===== config.mk =====
export PLATFORM = sky130hd
export DESIGN_NAME = uart_word_demux_flat
export DESIGN_NICKNAME = d
export VERILOG_FILES = /design/src/rtl/uart_word_demux_pkg.sv /design/src/rtl/uart_word_demux_if.sv /design/src/rtl/uart_word_demux_timer.sv /design/src/rtl/uart_word_demux.sv /design/src/flat_wrapper.sv
export SDC_FILE = /design/constraint.sdc
export NUM_CORES = 1
export LEC_CHECK = 0
export ABC_CLOCK_PERIOD_IN_PS = 3800
export CORE_MARGIN = 2
export CORE_UTILIZATION = 56
export CTS_CLUSTER_SIZE = 10
export DETAILED_ROUTE_END_ITERATION = 8
export PLACE_DENSITY_LB_ADDON = 0.05
export SLEW_MARGIN = 20
export SYNTH_ARGS = -nofsm -noshare
export SYNTH_HDL_FRONTEND = slang
export SYNTH_HIERARCHICAL = 1
export SYNTH_SLANG_ARGS = --single-unit

===== constraint.sdc =====
create_clock -name clk -period 3.8 [get_ports clk]
set_clock_uncertainty 0.05 [all_clocks]
set_input_delay 0.76 -clock clk [delete_from_list [all_inputs] [get_ports clk]]
set_output_delay 0.76 -clock clk [all_outputs]
set_load 0.01 [all_outputs]

===== src/rtl/uart_word_demux_pkg.sv =====
`default_nettype none
// ============================================================================
// Module : uart_word_demux_pkg
// Brief  : Shared constants and types for the UART receive-side word router.
// Rev    : 1.0  initial release
// ============================================================================
package uart_word_demux_pkg;

   localparam logic [5:0] HDR_MAGIC = 6'b101010;

   // Destination codes match the datapath 3-to-1 selector encoding
   localparam logic [1:0] DST_A = 2'b00;
   localparam logic [1:0] DST_B = 2'b10;
   localparam logic [1:0] DST_C = 2'b01;

   typedef enum logic [1:0] {
      IDLE    = 2'd0,
      PAYLOAD = 2'd1,
      DELIVER = 2'd2
   } state_t;

   function automatic logic is_header(input logic [7:0] b);
      return b[7:2] == HDR_MAGIC;
   endfunction

endpackage
`default_nettype wire


===== src/rtl/uart_word_demux_if.sv =====
`default_nettype none
// ============================================================================
// Module : uart_word_demux_if
// Brief  : Byte-stream input and three routed word outputs of the demux.
// Rev    : 1.0  initial release
// ============================================================================
interface uart_word_demux_if #(
   parameter int bus_size = 32
);
   logic [7:0]          rx_data;
   logic                rx_done;
   logic [bus_size-1:0] out_a;
   logic [bus_size-1:0] out_b;
   logic [bus_size-1:0] out_c;
   logic                valid_a;
   logic                valid_b;
   logic                valid_c;
   logic                busy;
   logic                frame_err;

   modport master (
      output rx_data, rx_done,
      input  out_a, out_b, out_c, valid_a, valid_b, valid_c, busy, frame_err
   );

   modport slave (
      input  rx_data, rx_done,
      output out_a, out_b, out_c, valid_a, valid_b, valid_c, busy, frame_err
   );
endinterface
`default_nettype wire


===== src/rtl/uart_word_demux_timer.sv =====
`default_nettype none
// ============================================================================
// Module : uart_frame_timer
// Brief  : Loadable inter-byte timeout counter with clear and expire.
// Rev    : 1.0  initial release
// ============================================================================
module uart_frame_timer #(
   parameter int LIMIT = 100000,
   parameter int WIDTH = (LIMIT > 1) ? $clog2(LIMIT) : 1
) (
   input  wire logic             clk,
   input  wire logic             reset,
   input  wire logic             clear,
   input  wire logic             load,
   input  wire logic [WIDTH-1:0] load_value,
   input  wire logic             tick,
   output logic                  expire
);
   logic [WIDTH-1:0] count;

   assign expire = (count == WIDTH'(LIMIT - 1));

   // Saturates at LIMIT-1 so expire stays asserted until cleared
   always_ff @(posedge clk) begin
      if (reset)
         count <= '0;
      else if (clear)
         count <= '0;
      else if (load)
         count <= load_value;
      else if (tick && !expire)
         count <= count + 1'b1;
   end
endmodule
`default_nettype wire


===== src/rtl/uart_word_demux.sv =====
`default_nettype none
// ============================================================================
// Module : uart_word_demux
// Brief  : Parses header+payload UART frames and routes the word to A/B/C.
// Rev    : 1.0  initial release
// ============================================================================
module uart_word_demux
   import uart_word_demux_pkg::*;
#(
   parameter int bus_size = 32,
   parameter int NBYTES   = (bus_size + 7) / 8,
   parameter int TIMEOUT  = 100000
) (
   input wire logic         clk,
   input wire logic         reset,
   uart_word_demux_if.slave bus
);
   localparam int CW = (NBYTES > 1) ? $clog2(NBYTES + 1) : 1;
   localparam int TW = (TIMEOUT > 1) ? $clog2(TIMEOUT) : 1;

   state_t              state, state_n;
   logic [CW-1:0]       cnt, cnt_n;
   logic [1:0]          dest, dest_n;
   logic [bus_size-1:0] shift, shift_n, shift_in;
   logic [bus_size-1:0] out_a, out_a_n, out_b, out_b_n, out_c, out_c_n;
   logic                valid_a, valid_a_n, valid_b, valid_b_n, valid_c, valid_c_n;
   logic                frame_err, frame_err_n;
   logic                expire;

   generate
      if (bus_size > 8) begin : g_shift_wide
         assign shift_in = {shift[bus_size-9:0], bus.rx_data};
      end else begin : g_shift_narrow
         assign shift_in = bus.rx_data[bus_size-1:0];
      end
   endgenerate

   uart_frame_timer #(
      .LIMIT (TIMEOUT),
      .WIDTH (TW)
   ) u_timer (
      .clk        (clk),
      .reset      (reset),
      .clear      ((state != PAYLOAD) || bus.rx_done),
      .load       (1'b0),
      .load_value ('0),
      .tick       (state == PAYLOAD),
      .expire     (expire)
   );

   always_ff @(posedge clk) begin
      if (reset) begin
         state     <= IDLE;
         cnt       <= '0;
         dest      <= DST_A;
         shift     <= '0;
         out_a     <= '0;
         out_b     <= '0;
         out_c     <= '0;
         valid_a   <= 1'b0;
         valid_b   <= 1'b0;
         valid_c   <= 1'b0;
         frame_err <= 1'b0;
      end else begin
         state     <= state_n;
         cnt       <= cnt_n;
         dest      <= dest_n;
         shift     <= shift_n;
         out_a     <= out_a_n;
         out_b     <= out_b_n;
         out_c     <= out_c_n;
         valid_a   <= valid_a_n;
         valid_b   <= valid_b_n;
         valid_c   <= valid_c_n;
         frame_err <= frame_err_n;
      end
   end

   always_comb begin
      state_n     = state;
      cnt_n       = cnt;
      dest_n      = dest;
      shift_n     = shift;
      out_a_n     = out_a;
      out_b_n     = out_b;
      out_c_n     = out_c;
      valid_a_n   = 1'b0;
      valid_b_n   = 1'b0;
      valid_c_n   = 1'b0;
      frame_err_n = 1'b0;
      case (state)
         IDLE: begin
            if (bus.rx_done) begin
               if (is_header(bus.rx_data)) begin
                  dest_n  = bus.rx_data[1:0];
                  cnt_n   = '0;
                  state_n = PAYLOAD;
               end else begin
                  frame_err_n = 1'b1;
               end
            end
         end
         PAYLOAD: begin
            if (bus.rx_done) begin
               shift_n = shift_in;
               cnt_n   = cnt + 1'b1;
               if (cnt == CW'(NBYTES - 1))
                  state_n = DELIVER;
            end else if (expire) begin
               frame_err_n = 1'b1;
               state_n     = IDLE;
            end
         end
         DELIVER: begin
            // Code 11 shares A with 00, matching the datapath selector default
            case (dest)
               DST_B: begin
                  out_b_n   = shift;
                  valid_b_n = 1'b1;
               end
               DST_C: begin
                  out_c_n   = shift;
                  valid_c_n = 1'b1;
               end
               default: begin
                  out_a_n   = shift;
                  valid_a_n = 1'b1;
               end
            endcase
            state_n = IDLE;
         end
         default: state_n = IDLE;
      endcase
   end

   assign bus.out_a     = out_a;
   assign bus.out_b     = out_b;
   assign bus.out_c     = out_c;
   assign bus.valid_a   = valid_a;
   assign bus.valid_b   = valid_b;
   assign bus.valid_c   = valid_c;
   assign bus.frame_err = frame_err;
   assign bus.busy      = (state != IDLE);
endmodule
`default_nettype wire


===== src/flat_wrapper.sv =====
// flat-port wrapper written by rule: the top's interface ports become plain ports
module uart_word_demux_flat import uart_word_demux_pkg::*;
#(
   parameter int bus_size = 32,
   parameter int NBYTES   = (bus_size + 7) / 8,
   parameter int TIMEOUT  = 100000
)
  (clk, reset, bus_rx_data, bus_rx_done, bus_out_a, bus_out_b, bus_out_c, bus_valid_a, bus_valid_b, bus_valid_c, bus_busy, bus_frame_err);
  uart_word_demux_if #(.bus_size(bus_size)) bus_i ();
  input wire logic clk;
  input wire logic reset;
  input wire logic [$bits(bus_i.rx_data)-1:0] bus_rx_data;
  input wire logic [$bits(bus_i.rx_done)-1:0] bus_rx_done;
  output wire logic [$bits(bus_i.out_a)-1:0] bus_out_a;
  output wire logic [$bits(bus_i.out_b)-1:0] bus_out_b;
  output wire logic [$bits(bus_i.out_c)-1:0] bus_out_c;
  output wire logic [$bits(bus_i.valid_a)-1:0] bus_valid_a;
  output wire logic [$bits(bus_i.valid_b)-1:0] bus_valid_b;
  output wire logic [$bits(bus_i.valid_c)-1:0] bus_valid_c;
  output wire logic [$bits(bus_i.busy)-1:0] bus_busy;
  output wire logic [$bits(bus_i.frame_err)-1:0] bus_frame_err;
  assign bus_i.rx_data = bus_rx_data;
  assign bus_i.rx_done = bus_rx_done;
  assign bus_out_a = bus_i.out_a;
  assign bus_out_b = bus_i.out_b;
  assign bus_out_c = bus_i.out_c;
  assign bus_valid_a = bus_i.valid_a;
  assign bus_valid_b = bus_i.valid_b;
  assign bus_valid_c = bus_i.valid_c;
  assign bus_busy = bus_i.busy;
  assign bus_frame_err = bus_i.frame_err;
  uart_word_demux #(.bus_size(bus_size), .NBYTES(NBYTES), .TIMEOUT(TIMEOUT)) u_core (.clk(clk), .reset(reset), .bus(bus_i));
endmodule

-- Yosys cells after proc, flatten, opt, wreduce, memory -nomap -nowiden
Index checks and enable logic that the tools add are counted.
- add/subtract/negate cells: 2
- eq/ne operators: 13
- muxes and demuxes: 18
- bitwise operators: 2
- reduce and logical (&&, ||, !) cells: 16
- operators with widths (kind ; count):
    17-bit by 1-bit adder with 17-bit output (second input constant) ; 1
    17-bit == test (second input constant) ; 1
    2-bit two-way mux ; 5
    3-bit two-way mux ; 3
    2-bit AND reduction ; 4
    4-bit AND reduction ; 2
    1-bit two-way mux ; 7
    6-bit == test (second input constant) ; 1
    3-bit by 2-bit != test with 1-bit output (second input constant) ; 2
    3-bit case mux with 2 select lines ; 1
    2-bit OR reduction ; 3
    2-bit by 1-bit == test with 1-bit output (second input constant) ; 2
    2-bit == test (second input constant) ; 2
    2-bit by 1-bit != test with 1-bit output (second input constant) ; 2
    2-bit != test (second input constant) ; 2
    2-bit case mux with 2 select lines ; 1
    2-bit nonzero test ; 2
    3-bit by 1-bit adder with 3-bit output (second input constant) ; 1
    3-bit by 2-bit == test with 1-bit output (second input constant) ; 1
    3-bit AND reduction ; 1
    2-bit logical NOT ; 1
    1-bit inverter ; 2
    1-bit case mux with 2 select lines ; 1
    1-bit logical AND ; 1
    2 further kinds ; 2
- register bits after elaboration: 156
- bits of input ports: 11
- output and inout bits: 101
- logic and storage cells: 63

-- Logic depth before layout (Yosys ltp)
- depth in word-level cells: 4
- gate-level depth with buffers: 8
- depth with buffers taken out: 7

-- Modules after synthesis
The synthesis kept the hierarchy.
- modules (own cells, without submodules) (module ; times used ; cells an instance ; area an instance (um2) ; sequential area each (um2)):
    uart_word_demux ; 1 ; 619 ; 4983.5 ; 2782.7
    uart_frame_timer ; 1 ; 153 ; 1236.2 ; 340.3

-- Worst setup path after synthesis
OpenSTA, ideal clock, no wires.
- path type: input-to-reg
- start point: input port bus_rx_done
- end point: register u_core.u_timer.count[16]
- setup time: 0.062 ns
- arrival time: 1.870 ns
- data required time: 3.688 ns
- slack: 1.818 ns
- stages on the path: 7
- buffers on the path: 2
- path through: buf_2 nand2b_1 or2_2 clkbuf_1 nor3_1 mux2i_1 nand3_1
- cells in the longest elaborated chain, start to end: 2
- RTL lines (what ; line ; text):
    start: declaration ; flat_wrapper.sv:13 ; input wire logic [$bits(bus_i.rx_done)-1:0] bus_rx_done;
    1-bit logical OR ; uart_word_demux.sv:44 ; .clear ((state != PAYLOAD) || bus.rx_done),
    2-bit OR reduction (no source line) ; - ;
    end signal: assignment ; uart_word_demux_timer.sv:30 ; count <= load_value;
    end signal: assignment ; uart_word_demux_timer.sv:32 ; count <= count + 1'b1;
    end: declaration ; uart_word_demux_timer.sv:19 ; logic [WIDTH-1:0] count;
Every way passes these cells.
A chain may end at the register's enable or synchronous reset.

-- Worst setup path after layout
- start point: register u_core.state[0]
- end point: output port bus_busy
- cells in the longest elaborated chain, start to end: 1
- RTL lines (what ; line ; text):
    start: declaration ; uart_word_demux.sv:21 ; state_t state, state_n;
    start signal: assignment ; uart_word_demux.sv:65 ; state <= state_n;
    2-bit nonzero test ; uart_word_demux.sv:143 ; assign bus.busy = (state != IDLE);
    end: declaration ; flat_wrapper.sv:20 ; output wire logic [$bits(bus_i.busy)-1:0] bus_busy;
Every way passes these cells.

==> metrics.cfg <==
[logic_synthesis]
synthFlopType = dfxtp_1
synth_area_um2 = 6220
synth_seq_area_share_pct = 50.2
ys_types = 58
syn_inst = 772
syn_area_per_cell_um2 = 8.06
synth-seq-cells = 156
ys_warn_count = 6
synth-edff-count = 0
synth-async-reset-ratio_pct = 0

[clock_network]
clkTransAtPathRegs_ns = 0.07
cts-root-buf = clkbuf_8
cts_hold_buffers = 0
cts_tree = done
ctsResizeCount = 0
cts_setup_buffers = 0
clock_latency_ns = 0.53
clkSinkCount = 156
clockBufferDepth = 2
cts_buffers = 17
cts_htree_levels = 4

[drt]
drtAntennaViolNets = 0
vias = 5661
drt-total-wl_um = 16000
drtIter0Drc = 289
drtPass1Iterations = 6
via_per_inst = 5.51
route.detailed.drc = 0
wire_per_inst_um = 15.6

[sta]
hold_viol_final = 0
maxSlewViolCount = 0
relSlewSlack_pct = 43.7
fin_setup_tns_ns = 0
fin_crit_ns = 2.66
max_freq_mhz = 377
grt_setup_unrepaired = false
setup_violations = 0
period_share_pct = 69.9
max_slew.worst_pin.slew_ns = 0.842

[power_and_ir_drop]
cellLeakagePower_nw = 2.58
p_per_area_nw_per_um2 = 416
vdd_drop_max_mv = 0.310

[floorplan]
die_w_um = 109
dieArea_um2 = 12000
rows = 38
core_um2 = 10800
io_pins = 112
start_util_pct = 57.4
die_h_um = 109

[global_routing]
antenna_found_initial = 0
grtUsageTotal_pct = 26.9
grt_pass1_vias = 5256
grt_max_degree = 63
grt-ovfl-total = 0
grt_pass1_wl_um = 25200

[final_layout]
diodes = 0
layout_common_cells = nand2_1, dfxtp_1, a21oi_1
area_growth_pct = 27.8
mostFrequentLayoutCell = nand2_1
nNetsFinal = 891
layout.cells.non_filler = 1028
drive_above_1_share_pct = 7.43

[worst_setup_path]
cp.arrival_ns = 1.85
crit_path_end_kind = output pin
path_class = register to output pin
required_ns = 2.99
cp-start-kind = register
path_max_fanout = 14

[place]
place_congestion = 0.908
port_buffers = 111
dp_cells = 996
dpl.hpwl_um = 10500

[run]
maxCapViolations = 0

[status]
status = completed

[min_path]
hp-class = register to register

cells in the mapped netlist (all sizes together) (2+ instances only):
cell type	number	area share, %
nand3	11	1.2
xnor2	6	0.84
or2	2	0.20
inv	9	0.58
ha	5	1.0
mux2i	4	0.64
nand2	269	16
clkbuf	27	1.6
o22ai	3	0.50
o21a	2	0.24
a21oi	139	11
buf	30	2.7
dfxtp	156	50
nor3	10	0.97
nor2b	4	0.40
nor4	9	1.7
nand3b	7	1.0
nand2b	7	0.70
and3	3	0.32
nand4	9	1.1
or3	4	0.40
and3b	5	0.70
a211oi	2	0.32
o21ai	17	1.4
nor2	11	0.66
a31oi	4	0.40
area by class of cell:
cell class | count | area, um2
clock buffer | 19 | 442
clock inverter | 13 | 129
fill | 847 | 2890
inverter | 9 | 36.3
multi-input combinational | 571 | 2870
sequential | 156 | 3120
tap | 140 | 175
timing repair buffer | 120 | 1180
path summary, 6_finish.rpt:
kind / from / endpoint / slack [ns] / cells past startpoint
max: u_core/state[0]$_SDFFE_PP0P_ / bus_busy / 1.14 / 2
min: u_core/bus.out_c[10]$_SDFFE_PP0P_ / u_core/bus.out_c[10]$_SDFFE_PP0P_ / 0.40 / 2
max reg2reg: u_core/state[0]$_SDFFE_PP0P_ / u_core/u_timer/count[14]$_SDFFE_PP0P_ / 1.24 / 5
min reg2reg: u_core/bus.out_c[10]$_SDFFE_PP0P_ / u_core/bus.out_c[10]$_SDFFE_PP0P_ / 0.40 / 2
flip-flops by register name, indices dropped and copies added (netlist names), 2 cells and up:
signal	cells
u_core/bus.out_c	32
u_core/cnt	3
u_core/dest	2
u_core/u_timer/count	17
u_core/state	2
u_core/bus.out_a	32
u_core/bus.out_b	32
u_core/shift	32
report_power, final:
group / internal (W) / switching (W) / total, W
combinational: 0.0000196 / 0.0000414 / 0.0000610
clock: 0.000917 / 0.000691 / 0.00161
sequential: 0.00164 / 0.00000127 / 0.00164
routing by layer:
layer	share of wire [%]	vias up	GRT usage [%]	wire, um
li1	-	2764	-	-
met1	43	2662	34.8	6930
met2	49	205	45.0	7860
met3	6.2	30	5.45	999
met4	1.6	0	8.86	263
met5	0	-	0	0
cells by family after synthesis:
logic type,Yosys count,synth area share (%)
adders and majority gates,5,1.01
other,1,0.0603
buffers and inverters,66,4.95
muxes,4,0.644
xor gates and xnor gates,7,0.986
AOI/OAI and AO/OA,176,15.4
and+or+nand+nor,357,26.7
DFF,156,50.2
metrics by stage:
| stage | util [%] | hold WS (ns) | setup WS (ns) | cell area (um2) | total power, W |
|---|---|---|---|---|---|
| 3_5_place_dp | 68.1 | 0.398 | 1.12 | 7380 | 0.00173 |
| 3_3_place_gp | 68.1 | 0.391 | 1.16 | 7380 | 0.00173 |
| 4_1_cts | 73.3 | 0.406 | 1.13 | 7950 | 0.00332 |
| 2_1_floorplan | - | 0.409 | 1.82 | 6300 | 0.00171 |
| 5_1_grt | 73.3 | 0.420 | 1.05 | 7950 | 0.00341 |
| 6_report | 73.3 | 0.404 | 1.14 | 7950 | 0.00331 |
critical path, stage by stage (launching register included):
cell and delay (ns):
dfxtp_1 0.57, or2_2 0.21, clkdlybuf4s50_1 0.54
(Power assumes the default switching activity.)
==> edit 1, RTL diff (same settings) <==
`bus_size` is set to 32 in 3 places; all go to 64.
--- a/src/rtl/uart_word_demux_if.sv
+++ b/src/rtl/uart_word_demux_if.sv
@@ -5,7 +5,7 @@
 // Rev    : 1.0  initial release
 // ============================================================================
 interface uart_word_demux_if #(
-   parameter int bus_size = 32
+   parameter int bus_size = 64
 );
    logic [7:0]          rx_data;
    logic                rx_done;
--- a/src/rtl/uart_word_demux.sv
+++ b/src/rtl/uart_word_demux.sv
@@ -7,7 +7,7 @@
 module uart_word_demux
    import uart_word_demux_pkg::*;
 #(
-   parameter int bus_size = 32,
+   parameter int bus_size = 64,
    parameter int NBYTES   = (bus_size + 7) / 8,
    parameter int TIMEOUT  = 100000
 ) (
--- a/src/flat_wrapper.sv
+++ b/src/flat_wrapper.sv
@@ -1,7 +1,7 @@
 // flat-port wrapper written by rule: the top's interface ports become plain ports
 module uart_word_demux_flat import uart_word_demux_pkg::*;
 #(
-   parameter int bus_size = 32,
+   parameter int bus_size = 64,
    parameter int NBYTES   = (bus_size + 7) / 8,
    parameter int TIMEOUT  = 100000
 )
Interface: changed (resized bus_out_a, bus_out_b and bus_out_c); port bits go from 112 to 208. No check against the original RTL was run, so the function may have changed too.
==> edit 1 against the original RTL <==
- sequential cell count rose by 129
- setup slack got worse by 5.3 ps
- sequential share of layout area rose by 2.3 points
- sequential power rose by 82%
- final area rose by 73%
- total power rose by 80%
- largest power group unchanged
- critical endpoint unchanged
- area after synthesis rose by 73%
- wire length rose by 82%
==> edit 1: results <==
critical_path:
  path_max_fanout: 15
  worstReg2RegEnd: "u_core/bus.out_a[50]"
  critPathLaunch: "u_core/state[1]"
  reg2regPathDepth: 6
  critPathMaxStageDelay_ps: 600
  r2r-start: "u_core/dest[0]"
placement:
  place_worst_setup_slack_ps: 1040
  portBuffers: 207
  gp_congestion: 0.879
  dp_hpwl_mm: 18.3
clock_tree:
  cts_root_buffer: "clkbuf_16"
  cts_max_path_buffers: 3
  htree_levels: 2
  cts_buffers: 34
  clock_latency_ps: 500
routing:
  vias: 9665
  wl_per_cell_um: 16.6
  drt_iter0_markers: 664
power:
  peakVddDrop_mv: 0.260
global_route:
  grt_pass1_wl_mm: 45.5
  antenna_found_initial: 1
yosys:
  synth_cell_types: 61
  synth_common_cells: "nand2_1 (527), dfxtp_1 (285), a21oi_1 (269)"
  ys_top_cells_by_area: "dfxtp_1 (53%), nand2_1 (18%), a21oi_1 (13%)"
worst_hold_path:
  hold_end: "u_core/bus.out_b[48]"
status:
  run_status: "complete, no violations"
timing:
  relSlewSlack_pct: 40.3
layout:
  nNetsFinal: 1532
  filler_cell_count: 1528
-- edit 1: cell count changes after synthesis, sizes merged, moves of 3 or more --
cell    change
a21oi     +131
dfxtp     +129
nand2     +258
buf        +32
clkbuf     +10
nand2b      +4
nor3        -3
-- edit 1: per-stage QoR --
step / cells / area, µm² / hold WS [ps]
global route: 1757 / 13700 / 418
global placement: 1715 / 12800 / 390
detailed placement: 1715 / 12800 / 396
finish: 1757 / 13700 / 401
CTS: 1756 / 13700 / 403
floorplan: 1359 / 10800 / 405
-- edit 1: area by class of cell --
class                   count  area share (%)
repair buffers            221            16.2
well taps                 234            2.13
inverters                  11           0.319
flip-flops and latches    285            41.6
clock buffers              41            6.93
multi-input cells         964            32.9
diodes                      1          0.0182
-- edit 1: routing by layer --
metal,vias to the layer above,GRT usage [%],wire length [µm]
li1,4719,-,-
met1,4541,37.6,12800
met2,350,45.7,13800
met3,55,4.95,1940
met4,0,8.75,716
met5,-,0,0
-- edit 1: worst max path at each step --
stage | slack, ps | end
after floorplan | 1830 | u_core/u_timer/count[16]
after global placement | 1090 | u_core/shift[12]
after detailed placement | 1040 | u_core/shift[7]
after CTS | 1130 | bus_busy
after global routing | 1090 | bus_busy
final | 1140 | bus_busy
-- edit 1: where the power goes --
part / total (mW) / leakage, nW / switching, mW / internal (mW)
Combinational: 0.0873 / 1.63 / 0.0649 / 0.0224
Sequential: 2.99 / 2.29 / 0.00131 / 2.99
Clock: 2.86 / 0.467 / 1.13 / 1.73
-- edit 1: cells by family after synthesis --
| kind of cell | synth area share [%] |
|---|---|
| compound gates | 15.1 |
| xor+xnor | 0.571 |
| simple gates | 24.7 |
| flops | 53.1 |
| buf+inv | 5.65 |
| mux | 0.373 |
| fa+ha+maj | 0.466 |
| other cells | 0.0349 |
==> edit 2, RTL diff (config.mk and constraints unchanged) <==
Without the edit above. Make the reset (`reset`) asynchronous in 2 clocked blocks.
--- a/src/rtl/uart_word_demux_timer.sv
+++ b/src/rtl/uart_word_demux_timer.sv
@@ -21,7 +21,7 @@
    assign expire = (count == WIDTH'(LIMIT - 1));
 
    // Saturates at LIMIT-1 so expire stays asserted until cleared
-   always_ff @(posedge clk) begin
+   always_ff @(posedge clk or posedge reset) begin
       if (reset)
          count <= '0;
       else if (clear)
--- a/src/rtl/uart_word_demux.sv
+++ b/src/rtl/uart_word_demux.sv
@@ -48,7 +48,7 @@
       .expire     (expire)
    );
 
-   always_ff @(posedge clk) begin
+   always_ff @(posedge clk or posedge reset) begin
       if (reset) begin
          state     <= IDLE;
          cnt       <= '0;
Function: differs if reset is asserted again (counterexample within 4 cycles, from zero or initial values and one cycle with reset high); with reset held inactive, the same outputs for 10 cycles.
==> edit 2 against the original RTL <==
- register-to-register slack lost 150 ps
- final area grew 5.6%
- area after synthesis grew 5.0%
- setup slack lost 51 ps
- via count shrank 23%
- wire length shrank 12%
- sequential cell count is the same
- highest routed layer unchanged
Power is not compared: it rests on default switching activity, and its combinational part moved more than twofold at a synthesized area within 25%.
==> edit 2: results <==
placement:
  gp_congestion: 0.810
  place_worst_setup_slack_ps: 1110
  dpl-instance-area_mm2: 0.00778
  dp_hpwl_mm: 9.32
  placed_cells: 780
routing:
  vias: 4371
  dr_wl_met2_mm: 7.10
  wl_met3_um: 532
  met1_length_mm: 6.29
timing:
  relSlewSlack_pct: 36.9
  timing.final.crit_period_ps: 2710
  hold_slack_ps: 441
layout:
  buffers_excl_clock: 116
  instances_no_fill: 812
  flops_and_latches: 156
  nMultiInputCombCells: 349
  seq_share_pct: 46.5
  buffer_area_share_pct: 13.7
  nNetsFinal: 672
  layout-drive-gt1-share_pct: 20.5
  clock_buffers: 21
  clock_cell_area_share_pct: 7.35
  inv_count: 16
global_route:
  grt_usage_pct: 24.1
  grt_start_max_net_pins: 75
  use_met3_pct: 5.50
  grt_use_met1_pct: 31.5
  grt_use_met2_pct: 40.3
yosys:
  synth_common_cells: "dfrtp_1 (156), nand2_1 (106), mux2_2 (79)"
  ys_top_cells_by_area: "dfrtp_1 (60%), mux2_2 (14%), nand2_1 (6.1%)"
  synthArstFlopShare_pct: 100
  synthCells: 525
clock_tree:
  clock_latency_ps: 410
worst_hold_path:
  min-delay-start: "u_core/cnt[0]"
  hold_end: "u_core/cnt[0]"
critical_path:
  worstReg2RegEnd: "u_core/u_timer/count[7]"
  cpMaxStageDelayCell: "or4_2"
status:
  run_status: "complete, no violations"
## edit 2: changes by cell type after synthesis, sizes merged, moves of 14 or more
| cell | before | now |
|---|---|---|
| dfrtp | 0 | 156 |
| dfxtp | 156 | 0 |
| nand2 | 269 | 109 |
| a21oi | 139 | 8 |
| mux2 | 0 | 98 |
| clkbuf | 27 | 9 |
| buf | 30 | 16 |
## edit 2: worst max-delay path, delay by kind of cell, from the launching register on
kind / cells / cell delay, ps
AND/OR/NAND/NOR: 4 / 1830
flip-flops: 1 / 500
AO/OA/AOI/OAI: 1 / 240
## edit 2: cell families (layout without fill, tap and decap cells)
kind of cell | Yosys count | count (layout) | synth area share [%]
adder cells (fa/ha/maj) | 5 | 5 | 0.958
AND/OR/NAND/NOR | 175 | 175 | 13.1
XOR/XNOR | 5 | 5 | 0.671
multiplexers | 99 | 99 | 17.2
AO/OA/AOI/OAI | 43 | 43 | 4.81
buffers and inverters | 41 | 164 | 3.45
flip-flops | 156 | 156 | 59.8
other | 1 | 22 | 0.0574
